## src/rtl/seq_multiplier.sv

```systemverilog
// seq_multiplier: iterative shift-and-add multiplier, one multiplier bit per clock,
// with optional two's-complement mode via magnitude multiply and final sign fix.
module seq_multiplier #(
  parameter int WIDTH  = 16,
  parameter bit SIGNED = 1'b0
) (
  input  logic               CLK,
  input  logic               RESET,
  input  logic               START,
  input  logic               CLEAR,
  input  logic [WIDTH-1:0]   OP_A,
  input  logic [WIDTH-1:0]   OP_B,
  output logic [2*WIDTH-1:0] PRODUCT,
  output logic               BUSY,
  output logic               done
);
  localparam int CW = WIDTH > 1 ? $clog2(WIDTH) : 1;
  typedef enum logic [1:0] {S_IDLE, S_RUN, S_DONE} state_t;
  state_t               state_q, state_d;
  logic [2*WIDTH-1:0]   acc_q, acc_d, prod_q, prod_d, addend, acc_sum;
  logic [WIDTH-1:0]     ma_q, ma_d, mb_q, mb_d, mag_a, mag_b;
  logic [CW-1:0]        cnt_q, cnt_d;
  logic                 neg_q, neg_d, busy_q, busy_d, done_q, done_d;
  assign PRODUCT = prod_q;
  assign BUSY    = busy_q;
  assign done    = done_q;
  // Most-negative operand negates to itself, which read as unsigned is exactly 2^(WIDTH-1).
  assign mag_a   = (SIGNED && OP_A[WIDTH-1]) ? -OP_A : OP_A;
  assign mag_b   = (SIGNED && OP_B[WIDTH-1]) ? -OP_B : OP_B;
  assign addend  = {{WIDTH{1'b0}}, ma_q} << cnt_q;
  assign acc_sum = acc_q + (mb_q[0] ? addend : '0);
  always_comb begin
    state_d = state_q;
    acc_d   = acc_q;
    prod_d  = prod_q;
    ma_d    = ma_q;
    mb_d    = mb_q;
    cnt_d   = cnt_q;
    neg_d   = neg_q;
    if (CLEAR) begin
      state_d = S_IDLE;
    end else if (state_q != S_RUN && START) begin
      state_d = S_RUN;
      ma_d    = mag_a;
      mb_d    = mag_b;
      neg_d   = SIGNED && (OP_A[WIDTH-1] ^ OP_B[WIDTH-1]);
      acc_d   = '0;
      cnt_d   = '0;
    end else if (state_q == S_RUN) begin
      acc_d = acc_sum;
      mb_d  = mb_q >> 1;
      cnt_d = cnt_q + CW'(1);
      if (cnt_q == CW'(WIDTH - 1)) begin
        state_d = S_DONE;
        prod_d  = neg_q ? -acc_sum : acc_sum;
      end
    end
    busy_d = state_d == S_RUN;
    done_d = state_d == S_DONE;
  end
  always_ff @(posedge CLK or negedge RESET) begin
    if (!RESET) begin
      state_q <= S_IDLE;
      acc_q   <= '0;
      prod_q  <= '0;
      ma_q    <= '0;
      mb_q    <= '0;
      cnt_q   <= '0;
      neg_q   <= 1'b0;
      busy_q  <= 1'b0;
      done_q  <= 1'b0;
    end else begin
      state_q <= state_d;
      acc_q   <= acc_d;
      prod_q  <= prod_d;
      ma_q    <= ma_d;
      mb_q    <= mb_d;
      cnt_q   <= cnt_d;
      neg_q   <= neg_d;
      busy_q  <= busy_d;
      done_q  <= done_d;
    end
  end
endmodule
```

## config.mk

```make
export PLATFORM = sky130hd
export DESIGN_NAME = seq_multiplier
export DESIGN_NICKNAME = d
export VERILOG_FILES = /design/src/rtl/seq_multiplier.sv
export SDC_FILE = /design/constraint.sdc
export NUM_CORES = 1
export LEC_CHECK = 0
export BUFFER_PORTS_ARGS = -buffer_cell sky130_fd_sc_hd__clkbuf_2
export CORE_ASPECT_RATIO = 2
export CORE_MARGIN = 8
export CORE_UTILIZATION = 64
export CTS_CLUSTER_DIAMETER = 80
export CTS_CLUSTER_SIZE = 12
export DETAILED_ROUTE_END_ITERATION = 7
export PLACE_DENSITY = 0.86
export SETUP_SLACK_MARGIN = 0.4
export SLEW_MARGIN = 20
export SYNTH_ARGS = -nofsm -noshare
export SYNTH_HDL_FRONTEND = slang
export SYNTH_SLANG_ARGS = --single-unit
```

## constraint.sdc

```tcl
create_clock -name CLK -period 11 [get_ports CLK]
set_clock_uncertainty 0.2 [all_clocks]
set_input_delay 1.1 -clock CLK [delete_from_list [all_inputs] [get_ports CLK]]
set_output_delay 1.1 -clock CLK [all_outputs]
set_load 0.05 [all_outputs]
```

Word level (Yosys, flattened, before mapping)
Index checks and enable logic that the tools add are counted.
{"block": "op_classes", "n_bitwise": 2, "add_sub_neg": 2, "n_reduce_logical": 5, "n_eq_ne": 5, "shifts": 1, "mux": 11}
{"operator": "2-to-1 mux 32 bit", "n": 3}
{"operator": "adder 32 bit", "n": 1}
{"operator": "2-to-1 mux 16 bit", "n": 2}
{"operator": "left shift 16 x 4 -> 32 bit", "n": 1}
{"operator": "2-to-1 mux 2 bit", "n": 4}
{"operator": "2-to-1 mux 4 bit", "n": 2}
{"operator": "adder 4 x 1 -> 4 bit, second input constant", "n": 1}
{"operator": "equality test 2 x 1 -> 1 bit, second input constant", "n": 2}
{"operator": "equality test 4 bit, second input constant", "n": 1}
{"operator": "AND reduction 2 bit", "n": 2}
{"operator": "AND reduction 4 bit", "n": 1}
{"operator": "equality test 2 bit, second input constant", "n": 1}
{"operator": "!= test 2 x 1 -> 1 bit, second input constant", "n": 1}
{"operator": "NOT 1 bit", "n": 2}
{"operator": "nonzero test 2 bit", "n": 1}
{"operator": "logical AND 1 bit", "n": 1}
{"block": "totals", "output_inout_bits": 34, "regBits": 104, "elab_cells": 34, "input_bits": 36}

Depth between registers and ports, before layout
Gate-level depths: netlist of run 1.
{"block": "depth", "ltp_word": 6, "ltp_mapped": 18, "ltp_nobuf": 16}

Worst setup path after synthesis of run 1
OpenSTA, ideal clock, no wires.
{"block": "synth_path", "path_kind": "register -> register", "from": "register cnt_q[1]", "to": "register prod_q[22], in the netlist PRODUCT[22]", "n_path_buf": 3, "period_less_slack_ps": 3856, "path_slack_ps": 7144, "path_stages_with_launch": 17, "arrival_time_ps": 3531, "t_required_ps": 10675, "setup_time_ps": 125, "path_cell_list": "dfrtp_1 buf_2 buf_1 mux4_2 mux2i_1 nor2_1 a21oi_1 nor2_1 ha_1 buf_2 nand4_2 o31a_4 o32a_1 a31oi_1 nor2_1 xnor2_1 mux2_2"}
{"block": "synth_between", "elab_chain_len": 3, "word_cells_on_any_way": 5, "cone_classes": "add/sub: 1; eq/ne: 1; shift: 1; mux: 1; reduce/logical: 1"}
{"element": "start, declared", "line_no": "22", "rtl": "logic [CW-1:0] cnt_q, cnt_d;"}
{"element": "start signal, assigned", "line_no": "78", "rtl": "cnt_q <= cnt_d;"}
{"element": "left shift 16 x 4 -> 32 bit", "line_no": "30", "rtl": "assign addend = {{WIDTH{1'b0}}, ma_q} << cnt_q;"}
{"element": "2-to-1 mux 32 bit", "line_no": "31", "rtl": "assign acc_sum = acc_q + (mb_q[0] ? addend : '0);"}
{"element": "adder 32 bit", "line_no": "31"}
{"element": "end signal, assigned", "line_no": "75", "rtl": "prod_q <= prod_d;"}
{"element": "end, declared", "line_no": "20", "rtl": "logic [2*WIDTH-1:0] acc_q, acc_d, prod_q, prod_d, addend, acc_sum;"}
Several ways; a longest one is shown, not always the timed one.
A chain may end at the register's enable or synchronous reset.

Worst setup path in the final report of run 1
{"block": "layout_path", "from": "register cnt_q[0]", "to": "register acc_q[30]"}
{"block": "layout_between", "elab_chain_len": 5}
{"element": "left shift 16 x 4 -> 32 bit", "line_no": "30"}
{"element": "2-to-1 mux 32 bit", "line_no": "31"}
{"element": "adder 32 bit", "line_no": "31"}
{"element": "2-to-1 mux 32 bit", "line_no": "49", "rtl": "end else if (state_q == S_RUN) begin"}
{"element": "2-to-1 mux 32 bit", "line_no": "42", "rtl": "end else if (state_q != S_RUN && START) begin"}
{"element": "end signal, assigned", "line_no": "64", "rtl": "acc_q <= '0;"}
{"element": "end signal, assigned", "line_no": "74", "rtl": "acc_q <= acc_d;"}
{"element": "end, declared", "line_no": "20"}
Every way passes these cells. The select of a mux whose other input is x is not followed.

==> results.yml, run 1 <==
layout:
  layout.nets: 824
  n_antenna_cell: 0
  finish.instance_area_sq_mm: 0.00720
  share_of_cells_above_drive_strength_1_pct: 17.8
  syn2layout_area_growth_pct: 10.7
  final_cell_mix: "127 x nand2_1, 104 x dfrtp_1, 68 x clkbuf_2"
  layout_commonest_cell: "nand2_1"
timing:
  setup_tns_ns: 0
  maxSlewViolCount: 0
  whs_ns: 0.278
  finalSetupViolations: 0
  report.final.hold_viol_count: 0
  fin_crit_ns: 5.07
  fin_crit_sh_pct: 46.1
  worst-slew-pin-transition_ns: 1.07
  max_freq_ghz: 0.197
  rsz0062_at_grt: "no"
  relSlewSlack_pct: 28.5
global_route:
  global_route.usage.total_pct: 28.3
  number_of_antenna_violations_at_the_first_check_in_global_routing: 0
  largest_net_degree_at_the_start_of_global_routing: 63
  gr-total-overflow: 0
  first_global_vias: 5880
  grt_first_pass_wirelength_um: 29800
worst_setup_path:
  critical_path_required_ns: 11.02
  timing.reg2reg.setup_slack_ns: 5.93
  timing_worst_setup_path_type: "reg2reg"
  cp-end-kind: "register"
  crit_path_start_kind: "register"
  crit_fanout: 30
  critical_path_arrival_ns: 5.09
power:
  totalPowerFinal_w: 0.00110
  leakage_nw: 3.53
  power.density_mw_per_mm2: 153
  vdd_drop_max_uv: 144
routing:
  firstDrtPassIters: 5
  vias: 5683
  drt_iter0_drc: 337
  routed_wirelength_um: 18700
  avgViaCountPerCell: 6.35
  post-route-drc-count: 0
  wl_per_cell_um: 20.9
  ant_nets: 0
yosys:
  sequential_to_total_area_share_from_yosys_stat_pct: 40.0
  synth_top_flop_cell: "dfrtp_1"
  asyncSetResetFlopFracSynth_pct: 100
  synth_seq_cells: 104
  edff_count_synth: 0
  synth.cell_area_sq_mm: 0.00650
  post_synthesis_cell_type_count: 59
  synth.yosys.warnings: 0
  syn_nets: 782
  postSynthAreaPerCell_sq_um: 9.12
  synthCells: 713
clocking:
  post_cts_hold_buffer_count: 0
  clockRootBuffer: "clkbuf_16"
  clock_insertion_delay_worst_skew_ns: 0.35
  cts.sink_count: 104
  cts_buffer_depth: 2
  cts_setup_buffers: 0
  tritoncts: "built"
  cts.repair.resized: 0
  clk_pin_slew_worst_paths_ns: 0.07
  tritoncts_buffer_count: 9
  htreeDepth: 3
floorplan:
  placement_rows: 52
  die_footprint_sq_mm: 0.0138
  core_footprint_sq_mm: 0.0100
  floorplan.die.height_um: 159
  die_w_um: 87.3
  start_util_pct: 64.9
  design.portCount: 70
place:
  hpwl_um: 14400
  placement.io_buffers: 69
  detailed_place.area_sq_mm: 0.00690
  gp_congestion: 1.01
flow_run:
  drv_cap: 0
outcome:
  run_status: "complete, no violations"
hold_path:
  hp-class: "reg2reg"
-- cell type report --
cell class	instances	area, sq um
multi-input combinational	546	3670
fill	812	2820
sequential	104	2600
timing repair buffer	74	385
clock buffer	9	225
tap	135	169
inverter	20	75.1
clock inverter	7	72.6
-- worst paths after layout --
| path | startpoint | endpoint | cells after the start |
|---|---|---|---|
| setup / recovery | cnt_q[0] | acc_q[30] | 16 |
| hold / removal | PRODUCT[14] | PRODUCT[14] | 2 |
| setup reg to reg | cnt_q[0] | acc_q[30] | 16 |
| hold reg to reg | PRODUCT[14] | PRODUCT[14] | 2 |
| max in group asynchronous | RESET | PRODUCT[23] | 2 |
| min in group asynchronous | RESET | acc_q[6] | 1 |
-- worst max-delay path: stages, from the launching register on --
cell	delay (ns)
dfrtp_1	1.06
mux2i_1	0.45
nor2_1	0.07
a21oi_1	0.24
inv_1	0.09
mux2i_1	0.27
nand2_1	0.17
o311a_1	0.20
ha_1	0.39
a21oi_1	0.27
nor2b_1	0.11
a211oi_1	0.32
o32a_1	0.23
a311oi_1	0.10
nor3_1	0.25
xor2_1	0.42
o21ai_2	0.08
-- synthesized netlist by cell type, types with 4 or more instances --
| library cell | n | share of area (%) |
|---|---|---|
| and3_1 | 10 | 0.96 |
| o21ai_0 | 35 | 2.7 |
| mux2_2 | 28 | 4.9 |
| buf_2 | 6 | 0.46 |
| a31oi_1 | 9 | 0.87 |
| nor2b_1 | 6 | 0.58 |
| mux2i_1 | 21 | 3.2 |
| dfrtp_1 | 104 | 40 |
| o22ai_1 | 18 | 1.7 |
| buf_1 | 5 | 0.29 |
| a211oi_1 | 8 | 0.92 |
| clkbuf_1 | 30 | 1.7 |
| nor3_1 | 14 | 1.1 |
| nor2_1 | 44 | 2.5 |
| o21ai_1 | 6 | 0.46 |
| inv_1 | 19 | 1.1 |
| nand2b_1 | 5 | 0.48 |
| a21oi_1 | 38 | 2.9 |
| and2_1 | 7 | 0.67 |
| mux4_2 | 4 | 1.4 |
| a21o_1 | 15 | 1.7 |
| xor2_1 | 6 | 0.81 |
| nand3_1 | 13 | 1.0 |
| a22o_1 | 28 | 3.8 |
| ha_1 | 32 | 6.2 |
| xnor2_1 | 26 | 3.5 |
| nand2_1 | 127 | 7.3 |
-- per-layer routing --
metal / track usage [%] / part of all wire [%]
met1: 28.1 / 35
met2: 50.9 / 54
met3: 5.48 / 5.0
met4: 19.7 / 6.5
met5: 0 / 0
-- sequential cells by signal, summed over array words and instances (netlist names) --
signal	cells
cnt_q	4
BUSY	1
PRODUCT	32
done	1
mb_q	16
ma_q	16
state_q	2
acc_q	32
-- where the power goes --
group          total [W]  switching, W  internal, W
Clock           0.000321      0.000160     0.000161
Sequential      0.000470     0.0000498     0.000420
Combinational   0.000309      0.000184     0.000125
-- logic make-up after synthesis --
group	share of synthesized area [%]
AND/OR/NAND/NOR	16.1
buffers and inverters	3.79
multiplexers	9.47
adder cells (fa/ha/maj)	6.47
flip-flops	40.0
AO/OA/AOI/OAI	19.8
XOR/XNOR	4.31
-- stage by stage --
stage / worst slack (ns) / util [%] / cells
6_report: 5.93 / 71.8 / 895
5_1_grt: 5.61 / 71.8 / 895
4_1_cts: 6.00 / 71.8 / 895
3_5_place_dp: 6.03 / 68.8 / 879
3_3_place_gp: 6.02 / 68.8 / 879
2_1_floorplan: 7.14 / - / 713
Note: power is estimated with default switching activity, not from simulation.
==> run 2, diff against run 1 <==
CORE_UTILIZATION = 60   (was 64)
PLACE_DENSITY = 0.81   (was 0.86)
clock period = 5.1 ns   (was 11 ns; I/O delays follow)
==> run 2 against run 1 <==
Core utilization down 4.1 points. Count of clock-buffer cells in the layout unchanged. First-iteration DRC count down 4.2%. Clock power up 130%. Maximum frequency up 19%. Worst hold slack worse by 0.095 ns. Power up 120%. Sequential power up 110%. Non-clock buffer count up 7. Via count down 2.1%. Register-to-register slack worse by 5.1 ns. Combinational power up 120%. Critical path type unchanged. Critical endpoint is now PRODUCT[22].
==> results.yml, run 2 (same netlist as run 1, synthesis figures left out) <==
clocking:
  tritoncts_buffer_count: 9
  clockRootBuffer: "clkbuf_16"
  htreeDepth: 3
  clk_pin_slew_worst_paths_ns: 0.07
  cts.sink_count: 104
  clock_insertion_delay_worst_skew_ns: 0.36
  cts_buffer_depth: 2
  cts_setup_buffers: 0
  tritoncts: "built"
flow_run:
  drv_cap: 0
layout:
  layout_commonest_cell: "nand2_1"
  syn2layout_area_growth_pct: 11.9
  layout.nets: 831
  area_of_combinational_cells_with_multiple_inputs_sq_mm: 0.00367
  fin_util_pct: 67.7
  n_antenna_cell: 0
  share_of_cells_above_drive_strength_1_pct: 18.6
  filler_cells_inserted: 847
  final_cell_mix: "127 x nand2_1, 102 x dfrtp_1, 68 x clkbuf_2"
  seq_area_sq_mm: 0.00261
worst_setup_path:
  reg2reg_depth: 14
  path_buf_inv: 1
  critical-path-max-stage-delay_ns: 0.64
  critical_path_required_ns: 5.15
  crit_path_start_kind: "register"
  crit_fanout: 23
  cp-end-kind: "register"
  critical_path.top_delay_family: "compound AO/OA/AOI/OAI gates"
  critical_path_depth: 14
  timing.reg2reg.setup_slack_ns: 0.83
  worst_r2r_startpoint: "cnt_q[1]"
  timing_worst_setup_path_type: "reg2reg"
  cp_slowest_cell: "dfrtp_2"
  path_cells: "buf_4 -> mux2_2 -> a21oi_1 -> nor2_1 -> a21oi_1 -> a211oi_1 -> ha_1 -> and3_1 -> nand4_1 -> o32a_1 -> a31oi_1 -> nor2_1 -> xnor2_1 -> mux2_2"
  worstSetupEndpoint: "PRODUCT[22]"
  worst_setup_path_startpoint: "cnt_q[1]"
  critical_path_arrival_ns: 4.32
  reg2reg_end: "PRODUCT[22]"
timing:
  worst-slew-pin-transition_ns: 0.848
  fin_crit_sh_pct: 83.7
  maxSlewViolCount: 0
  finalSetupViolations: 0
  report.final.hold_viol_count: 0
  setup_tns_ns: 0
  max_freq_ghz: 0.234
  rsz0062_at_grt: "no"
  relSlewSlack_pct: 43.5
  fin_crit_ns: 4.27
routing:
  wl_per_cell_um: 18.5
  drt_iter0_drc: 323
  ant_nets: 0
  vias: 5563
  routed_wirelength_um: 16800
  post-route-drc-count: 0
  avgViaCountPerCell: 6.13
  firstDrtPassIters: 6
place:
  placement.io_buffers: 69
  hpwl_um: 12200
  gp_congestion: 0.981
power:
  totalPowerFinal_w: 0.00239
  power.density_mw_per_mm2: 329
  vdd_drop_max_uv: 224
  leakage_nw: 3.57
floorplan:
  design.portCount: 70
  die_w_um: 89.6
  core_footprint_sq_mm: 0.0107
  start_util_pct: 60.5
  die_footprint_sq_mm: 0.0146
  floorplan.die.height_um: 163
  placement_rows: 54
hold_path:
  hp-class: "in2reg"
global_route:
  largest_net_degree_at_the_start_of_global_routing: 62
  number_of_antenna_violations_at_the_first_check_in_global_routing: 0
  global_route.usage.total_pct: 24.4
  grt_first_pass_wirelength_um: 27700
  gr-total-overflow: 0
  first_global_vias: 5685
outcome:
  run_status: "complete, no violations"
run 2: layer usage:
metal | vias to the layer above | part of all wire [%] | global-route usage (%)
li1 | 2658 | - | -
met2 | 184 | 53 | 42.2
met5 | - | 0 | 0
met4 | 0 | 3.0 | 9.99
met3 | 35 | 4.4 | 3.43
met1 | 2686 | 40 | 28.9
run 2: worst reg2reg max path, delay by kind of cell, from the launching register on:
kind,cells,cell delay (ns)
buffers and inverters,1,0.26
AOI/OAI and AO/OA,5,1.28
and+or+nand+nor,4,0.58
muxes,2,0.62
xor gates and xnor gates,1,0.14
DFF,1,0.64
adders and majority gates,1,0.45
run 2: cell type report:
type	instances	area share (%)
multi-input combinational	546	50.4
sequential	104	35.8
timing repair buffer	81	6.05
clock buffer	9	3.10
tap	140	2.41
clock inverter	7	1.19
inverter	20	1.03
run 2: metrics by stage:
stage | cell area (sq um) | setup WS, ns | std cells | hold slack [ns]
floorplan | 6500 | 1.24 | 713 | 0.0144
global placement | 6950 | 0.732 | 890 | 0.258
detailed placement | 6950 | 0.624 | 890 | 0.262
CTS | 7270 | 0.618 | 907 | 0.176
global route | 7270 | 0.551 | 907 | 0.188
finish | 7270 | 0.833 | 907 | 0.183
run 2: worst min path at each step:
stage,startpoint,end,depth (start not counted)
6_report,OP_A[3],ma_q[3],2
2_1_floorplan,RESET,BUSY,0
5_1_grt,OP_A[3],ma_q[3],2
3_5_place_dp,PRODUCT[9],PRODUCT[9],2
3_3_place_gp,PRODUCT[4],PRODUCT[4],2
4_1_cts,OP_A[3],ma_q[3],2
run 2: timing repair:
item,in CTS,in global routing
hold buffers,1,0
setup endpoints to repair,0,12
resized for setup,0,2
hold endpoints to repair,43,0
run 2: power breakdown:
part | internal (W) | switching (W)
Clock | 0.000393 | 0.000335
Sequential | 0.000908 | 0.0000900
Combinational | 0.000273 | 0.000394
==> run 3, diff against run 2 <==
clock period = 4.4 ns   (was 5.1 ns; I/O delays follow)
==> run 3 against run 2 <==
Worst setup slack lost 0.35 ns. Worst hold slack lost 0.15 ns. Routed wire length is 0.76% higher. Final area is 5.0% higher. Non-clock buffer count increased by 31. First-iteration DRC count is 5.0% lower. Count of clock-buffer cells in the layout unchanged. Sequential power rose by 14%. Combinational power rose by 36%. Via count is 2.8% higher. Sequential cell count did not move. Clock power grew 5.9%. Largest power group unchanged. Highest routed layer unchanged.
==> results.yml, run 3 (same netlist as run 1, synthesis figures left out) <==
timing:
  finalSetupViolations: 0
  relSlewSlack_pct: 36.4
  max_freq_ghz: 0.255
  maxSlewViolCount: 0
  fin_crit_ns: 3.91
  worst-slew-pin-transition_ns: 0.953
  rsz0062_at_grt: "no"
  setup_tns_ns: 0
  final.setup.worst_slack_ns: 0.485
  whs_ns: 0.0284
  fin_crit_sh_pct: 89.0
  report.final.hold_viol_count: 0
global_route:
  first_global_vias: 5544
  gr-total-overflow: 0
  number_of_antenna_violations_at_the_first_check_in_global_routing: 0
  global_route.usage.total_pct: 23.4
  grt_first_pass_wirelength_um: 26800
  largest_net_degree_at_the_start_of_global_routing: 79
clocking:
  clk_pin_slew_worst_paths_ns: 0.08
  clock_insertion_delay_worst_skew_ns: 0.36
  clockRootBuffer: "clkbuf_16"
  cts.sink_count: 104
  htreeDepth: 3
  cts_buffer_depth: 2
  tritoncts: "built"
  tritoncts_buffer_count: 9
  post_cts_hold_buffer_count: 0
layout:
  n_antenna_cell: 0
  syn2layout_area_growth_pct: 17.5
  seq_area_sq_mm: 0.00261
  final_cell_mix: "127 x nand2_1, 102 x dfrtp_1, 68 x clkbuf_2"
  filler_cells_inserted: 817
  area_of_combinational_cells_with_multiple_inputs_sq_mm: 0.00381
  layout.nets: 862
  share_of_cells_above_drive_strength_1_pct: 24.5
  layout_commonest_cell: "nand2_1"
worst_setup_path:
  crit_fanout: 6
  cp-end-kind: "register"
  path_buf_inv: 1
  critical_path_arrival_ns: 3.98
  path_cells: "buf_4 -> mux2_2 -> nand2_1 -> o21ai_0 -> mux2i_1 -> o22ai_1 -> ha_1 -> a21o_1 -> a221o_1 -> a21o_1 -> a21oi_1 -> a31oi_1 -> o22ai_2 -> a21oi_1 -> o21ai_0"
  critical-path-max-stage-delay_ns: 0.44
  critical_path_required_ns: 4.47
  critical_path.top_delay_family: "compound AO/OA/AOI/OAI gates"
  cp_slowest_cell: "dfrtp_2"
  crit_path_start_kind: "register"
  timing_worst_setup_path_type: "reg2reg"
routing:
  ant_nets: 0
  wl_per_cell_um: 18.0
  routed_wirelength_um: 16900
  firstDrtPassIters: 5
  drt_iter0_drc: 307
  post-route-drc-count: 0
  vias: 5721
  avgViaCountPerCell: 6.11
floorplan:
  design.portCount: 70
  die_footprint_sq_mm: 0.0146
  core_footprint_sq_mm: 0.0107
  floorplan.die.height_um: 163
  placement_rows: 54
  die_w_um: 89.6
  start_util_pct: 60.5
power:
  leakage_nw: 3.73
  power.density_mw_per_mm2: 370
  totalPowerFinal_w: 0.00282
  vdd_drop_max_uv: 249
flow_run:
  drv_cap: 0
hold_path:
  hp-class: "in2async"
place:
  place_ws_ns: 0.165
  gp_congestion: 0.931
  hpwl_um: 12000
  placement.io_buffers: 69
outcome:
  run_status: "complete, no violations"
-- run 3: cell types whose count changed in the layout (fill, tap and decap cells not counted), sizes merged --
cell | previous run | this run
clkinv | 1 | 3
buf | 12 | 44
inv | 24 | 22
dlygate4sd3 | 1 | 0
bufinv | 1 | 0
-- run 3: power by group --
group          leakage [nW]  switching, W  internal [W]  total [W]
logic                  2.22      0.000505      0.000404   0.000909
clock network         0.134      0.000380      0.000391   0.000771
registers              1.37     0.0000916       0.00105    0.00114
-- run 3: final timing paths --
check                            from         end  slack [ns]  cells past startpoint
min                             RESET     mb_q[9]        0.03                      1
max in group asynchronous       RESET    cnt_q[1]        3.05                      2
max                          cnt_q[1]   acc_q[31]        0.49                     15
min in group CLK              OP_A[0]     ma_q[0]        0.11                      2
max reg2reg                  cnt_q[1]   acc_q[31]        0.49                     15
min reg2reg                PRODUCT[9]  PRODUCT[9]        0.27                      2
-- run 3: metrics by stage --
| step | std cells | util (%) | instance area (sq um) |
|---|---|---|---|
| after floorplan | 713 | - | 6500 |
| after global placement | 901 | 65.5 | 7030 |
| after detailed placement | 901 | 65.5 | 7030 |
| after CTS | 921 | 68.5 | 7360 |
| after global routing | 937 | 71.1 | 7640 |
| final | 937 | 71.1 | 7640 |
-- run 3: what timing repair did --
action                     CTS  global route
hold endpoints to repair     0             0
setup endpoints to repair   20            20
buffers inserted             5            15
pin swaps                    0            15
resized for setup            3            29
-- run 3: metal layers --
metal	part of all wire (%)	track usage (%)	up-vias	wire [um]
li1	-	-	2720	-
met1	42	29.0	2783	7060
met2	51	38.4	179	8560
met3	4.1	3.23	39	686
met4	3.5	11.3	0	599
met5	0	0	-	0
-- run 3: area by class of cell --
class                   count  area share [%]
well taps                 140            2.29
clock inverters             6           0.704
repair buffers            112            9.14
flip-flops and latches    104            34.1
clock buffers               9            2.95
inverters                  20           0.983
multi-input cells         546            49.8
